==> src/rtl/spi_sclk_gen.sv <==
// SPI master SCLK divider and launch/sample strobe generator; frames one 8-bit transfer (16 edges) per SS assertion.
// Optional debug port edge_cnt_o is present when SPI_SCLK_GEN_EDGE_CNT_EN is defined.
module spi_sclk_gen (
    input  logic        PCLK,
    input  logic        PRESET_n,
    input  logic        spe_i,
    input  logic        ss_i,
    input  logic        cpol_i,
    input  logic        cpha_i,
    input  logic [2:0]  sppr_i,
    input  logic [2:0]  spr_i,
    output logic        sclk_o,
    output logic        mosi_send_sclk_o,
    output logic        miso_receive_sclk_o,
    output logic        mosi_send_sclk0_o,
    output logic        miso_receive_sclk0_o,
    output logic [11:0] baud_div_o,
    output logic        tip_o,
    output logic        done_o
`ifdef SPI_SCLK_GEN_EDGE_CNT_EN
    ,
    output logic [4:0]  edge_cnt_o
`endif
);

    typedef enum logic [1:0] {
        IDLE = 2'd0,
        RUN  = 2'd1,
        DONE = 2'd2
    } state_t;

    localparam logic [4:0] LAST_EDGE = 5'd16;

    state_t      state, state_next;
    logic [10:0] half_len;
    logic [9:0]  half_last_in;
    logic [9:0]  half_cnt;
    logic [9:0]  half_last;
    logic [4:0]  edge_cnt;
    logic [4:0]  edge_num;
    logic        armed;
    logic        pha_q;
    logic        alt_pair_q;
    logic        alt_pair;
    logic        start;
    logic        abort;
    logic        edge_hit;
    logic        launch;
    logic        sample;

    assign baud_div_o   = ({9'd0, sppr_i} + 12'd1) << ({1'b0, spr_i} + 4'd1);
    assign half_len     = ({8'd0, sppr_i} + 11'd1) << spr_i;
    assign half_last_in = 10'(half_len - 11'd1);

    // armed requires SS to be seen high before a new falling edge can start a transfer
    assign start    = spe_i & ~ss_i & armed;
    assign abort    = ~spe_i | ss_i;
    assign edge_hit = (half_cnt == half_last);
    assign edge_num = edge_cnt + 5'd1;
    assign alt_pair = (state == IDLE) ? (cpol_i ^ cpha_i) : alt_pair_q;
    assign tip_o    = (state == RUN);

`ifdef SPI_SCLK_GEN_EDGE_CNT_EN
    assign edge_cnt_o = edge_cnt;
`endif

    always_ff @(posedge PCLK or negedge PRESET_n) begin
        if (!PRESET_n) state <= IDLE;
        else           state <= state_next;
    end

    always_comb begin
        state_next = state;
        launch     = 1'b0;
        sample     = 1'b0;
        case (state)
            IDLE: begin
                if (start) begin
                    state_next = RUN;
                    launch     = ~cpha_i;
                end
            end
            RUN: begin
                if (abort) begin
                    state_next = IDLE;
                end else if (edge_cnt == LAST_EDGE) begin
                    state_next = DONE;
                end else if (edge_hit) begin
                    // odd edges are the leading edge of each bit, even edges the trailing one
                    if (edge_num[0]) begin
                        launch = pha_q;
                        sample = ~pha_q;
                    end else begin
                        launch = ~pha_q & (edge_num != LAST_EDGE);
                        sample = pha_q;
                    end
                end
            end
            DONE: begin
                if (abort) state_next = IDLE;
            end
            default: state_next = IDLE;
        endcase
    end

    always_ff @(posedge PCLK or negedge PRESET_n) begin
        if (!PRESET_n) begin
            half_cnt   <= '0;
            half_last  <= '0;
            edge_cnt   <= '0;
            sclk_o     <= 1'b0;
            armed      <= 1'b0;
            pha_q      <= 1'b0;
            alt_pair_q <= 1'b0;
            done_o     <= 1'b0;
        end else begin
            done_o <= (state == RUN) && (state_next == DONE);

            if (ss_i)
                armed <= 1'b1;
            else if (state == IDLE && start)
                armed <= 1'b0;

            if (state == RUN && state_next == RUN) begin
                if (edge_hit) begin
                    sclk_o   <= ~sclk_o;
                    half_cnt <= '0;
                    edge_cnt <= edge_num;
                end else begin
                    half_cnt <= half_cnt + 10'd1;
                end
            end else begin
                sclk_o   <= cpol_i;
                half_cnt <= '0;
                edge_cnt <= (state_next == DONE) ? LAST_EDGE : 5'd0;
            end

            // divisor and phase are frozen for the whole transfer
            if (state == IDLE && start) begin
                half_last  <= half_last_in;
                pha_q      <= cpha_i;
                alt_pair_q <= cpol_i ^ cpha_i;
            end
        end
    end

    always_ff @(posedge PCLK or negedge PRESET_n) begin
        if (!PRESET_n) begin
            mosi_send_sclk_o     <= 1'b0;
            miso_receive_sclk_o  <= 1'b0;
            mosi_send_sclk0_o    <= 1'b0;
            miso_receive_sclk0_o <= 1'b0;
        end else begin
            mosi_send_sclk_o     <= launch & ~alt_pair;
            miso_receive_sclk_o  <= sample & ~alt_pair;
            mosi_send_sclk0_o    <= launch &  alt_pair;
            miso_receive_sclk0_o <= sample &  alt_pair;
        end
    end

endmodule

==> config.mk <==
export PLATFORM = sky130hd
export DESIGN_NAME = spi_sclk_gen
export DESIGN_NICKNAME = d
export VERILOG_FILES = /design/src/rtl/spi_sclk_gen.sv
export SDC_FILE = /design/constraint.sdc
export NUM_CORES = 1
export LEC_CHECK = 0
export ABC_AREA = 1
export ABC_CLOCK_PERIOD_IN_PS = 2029
export CAP_MARGIN = 20
export CORE_UTILIZATION = 55
export CTS_CLUSTER_SIZE = 28
export DETAILED_ROUTE_END_ITERATION = 8
export PLACE_DENSITY = 0.79
export SYNTH_ARGS = -nofsm -noshare
export SYNTH_HDL_FRONTEND = slang
export SYNTH_SLANG_ARGS = --single-unit
==> constraint.sdc <==
create_clock -name PCLK -period 2.03 [get_ports PCLK]
set_input_delay 0.406 -clock PCLK [delete_from_list [all_inputs] [get_ports PCLK]]
set_output_delay 0.406 -clock PCLK [all_outputs]
set_load 0.05 [all_outputs]
==> key figures <==
Outcome
  • Outcome: complete, but fails checks
  • Failing checks: setup timing

Die
  • Die H: around 68 um
  • Die Width: 68.0 um
  • Num rows: 23
  • Starting Density: between 50% and 60%
  • Ports: 31
  • Die area: 4630 um2
  • Core area: 4090 um2

Detailed routing
  • DRC: 0
  • Drt initial violations: around 200
  • Avg WL per Cell: 14.8 um
  • Routed wire length: between 6 and 7 mm
  • Vias: 2424
  • Antenna viol nets, final: 0
  • Via-per-instance ratio: 5.39
  • First-pass detailed-route iteration total: 4

Setup path
  • Worst path required time: 1.62 ns
  • Setup crit end kind: output port
  • Crit-path max cell delay: 0.28 ns
  • CP most frequent cell: nand2_2
  • Startpoint type of the worst setup path: input pin
  • Crit path max-delay family: simple AND/OR/NAND/NOR gates
  • Critical Path Slowest Stage Cell: ha_4
  • Max Fanout on Critical Path: 3
  • WP buf/inv: 3
  • Kind of critical path: input pin to output port
  • Arrival @ worst endpoint: 1.69 ns
  • Cells along the critical path: buf_8 -> ha_4 -> nand2_1 -> nand2_2 -> inv_1 -> nor2_2 -> nand2_2 -> o22ai_4 -> buf_12

Logic synthesis
  • Distinct cells, synth: 36
  • Ys Warns: 0
  • Most area-hungry cell type in the Yosys netlist: dfrtp_1
  • Ranking of synthesized cells by area: dfrtp_1, nand2_1, nand3_1
  • Flops & latches, synth: 36
  • Cell Area, Synth: 2400 um2
  • Post-synth top area share: 37.6%
  • Seq/Total Area, Yosys: 37.6%
  • Synthesized area per cell: 7.38 um2
  • Mapped Cells: 325
  • Primary FF master, synth: dfrtp_1
  • Async set-reset flop share out of synthesis: 100%
  • Post-synth EDFFs: 0
  • Syn nets: 343

Placed design
  • DP HPWL: 4.15 mm
  • Gp weighted congestion: 0.889
  • # port buffers: 30
  • Dpl cells: 435

GRT
  • Largest net degree at the start of global routing: 37
  • First-pass GRT wire length: 9.67 mm
  • Gr usage total: 28.2%
  • Initial antenna violation count: 0
  • Vias in the first global route: roughly 2300
  • GRT Residual Overflow: 0

Timing
  • Fmax: 478 MHz
  • Unrepaired setup endpoints after global routing: yes
  • Clock Skews: 0.00278 ns
  • Post-route minimum period: between 2 and 2.5 ns
  • Hold Slack: roughly 0.5 ns
  • Hold Vio Cnt, Final: 0
  • Slew Viols, Final: 0
  • Worst-Margin Slew: ~0.53 ns
  • Worst slew margin: 64.9%
  • Worst Setup Slack, final: -0.0624 ns
  • Final setup violation count: 4
  • Fin crit share: 103%

Clock network
  • CTS tree: yes
  • CTS Buffer Depth: 2
  • Clk_lat worst skew: 0.29 ns
  • Clock sinks: 36
  • H-Tree Depth: 2
  • Root Buffer Master: clkbuf_8
  • Post-CTS Hold Fix Bufs: 0
  • Reg clk slew, reported paths: 0.07 ns
  • CTS Buf Count: 5

Cells and area
  • Most common cell after layout, fill and taps aside: nand2_1
  • Most frequent cells in the layout: nand2_1, buf_4, inv_1, dfrtp_1, nand3_1
  • Fill count: around 230
  • Share of cells above drive strength 1: 35.3%
  • Post-Layout Cell Count: 450
  • Final nets: ~420
  • Area grow syn2layout: 43.5%
  • Antenna cells: 0

Min path
  • Hold Path Class: flip-flop to flip-flop

Power and ir drop
  • Static leakage power: ~1.7 nW
  • Pwr dens: 630 nW/um2
  • VDD IR-drop max: slightly below 0.5 mV

Flow run
  • Max Cap Violations: 0
Yosys cell counts (2+ instances only):
library cell  number
inv_2              6
clkbuf_1           2
nand3_2            7
nand2_2            4
and3_1             2
nand3_1           33
nor2_4             2
a21oi_1           12
ha_1               6
nor2_1            40
nor3b_2            2
o21ai_1            3
o22ai_1            2
nor3_2             5
nor2_2             3
buf_2              2
xnor2_1            4
a31oi_1            4
inv_1             40
xor2_1             9
nand2_1           69
nand4_1            2
o21ai_0           15
or2_2              3
dfrtp_1           36
nor3_1             2
worst reg2reg max path, stage by stage (launching register included):
cell	delay, ns
dfrtp_1	0.40
ha_1	0.24
nand2_1	0.10
nor2_1	0.15
xor2_1	0.27
nand4_1	0.12
nor2_1	0.10
nor2_1	0.05
nand3_1	0.08
a21oi_1	0.07
final timing paths:
kind / to / startpoint / depth (start not counted) / slack, ns
min: half_cnt[0]$_DFF_PN0_ / half_cnt[0]$_DFF_PN0_ / 1 / 0.50
min reg2reg: half_cnt[0]$_DFF_PN0_ / half_cnt[0]$_DFF_PN0_ / 1 / 0.50
max reg2reg: mosi_send_sclk0_o$_DFF_PN0_ / edge_cnt[0]$_DFFE_PN0P_ / 9 / 0.31
min in group asynchronous: half_last[0]$_DFFE_PN0P_ / PRESET_n / 2 / 0.52
max: baud_div_o[9] / sppr_i[1] / 9 / -0.06
max in group asynchronous: mosi_send_sclk0_o$_DFF_PN0_ / PRESET_n / 2 / 1.19
power by group:
part	leakage [nW]	internal [mW]	total [mW]	switching, mW
clock network	0.0455	0.277	0.527	0.250
logic	1.16	0.341	0.798	0.457
registers	0.470	0.792	0.844	0.0522
stage by stage:
stage	setup slack (ns)	cell area [um2]	power (mW)	TNS (ns)	util (%)
6_report	-0.0624	3440	2.17	-0.113	84.2
2_1_floorplan	-0.173	2420	1.27	-0.817	-
4_1_cts	0.00298	3340	2.12	0	81.7
3_3_place_gp	-0.446	3130	1.53	-6.36	76.7
3_5_place_dp	-0.498	3130	1.55	-7.21	76.7
5_1_grt	-0.0863	3440	2.29	-0.302	84.2
cells by family after synthesis:
family,share of synthesized area [%]
AOI/OAI and AO/OA,8.97
xor gates and xnor gates,4.75
adders and majority gates,3.13
buffers and inverters,8.55
DFF,37.6
and+or+nand+nor,37.0
registers in the layout, summed over array words and instances (netlist names), 2 cells and up:
register / cells
half_last: 10
state: 2
half_cnt: 10
edge_cnt: 5
routing by layer:
metal	global-route usage, %	part of all wire, %	vias to the layer above
met1	34.7	41	1123
met2	47.5	50	84
met5	0	0	-
met3	8.50	6.4	17
met4	7.55	2.4	0
li1	-	-	1200
cell type report:
type | count | area (um2) | share of cell area, %
inverters | 47 | 179 | 5.20
clock buffers | 8 | 90.1 | 2.62
well taps | 50 | 62.6 | 1.82
repair buffers | 72 | 737 | 21.4
flip-flops and latches | 36 | 901 | 26.2
multi-input cells | 237 | 1470 | 42.8
repair_timing:
item,CTS,global route
buffers inserted,5,2
endpoints found under the setup margin,14,16
gates resized for setup,46,31
pin swaps,9,19
(Power assumes the default switching activity.)
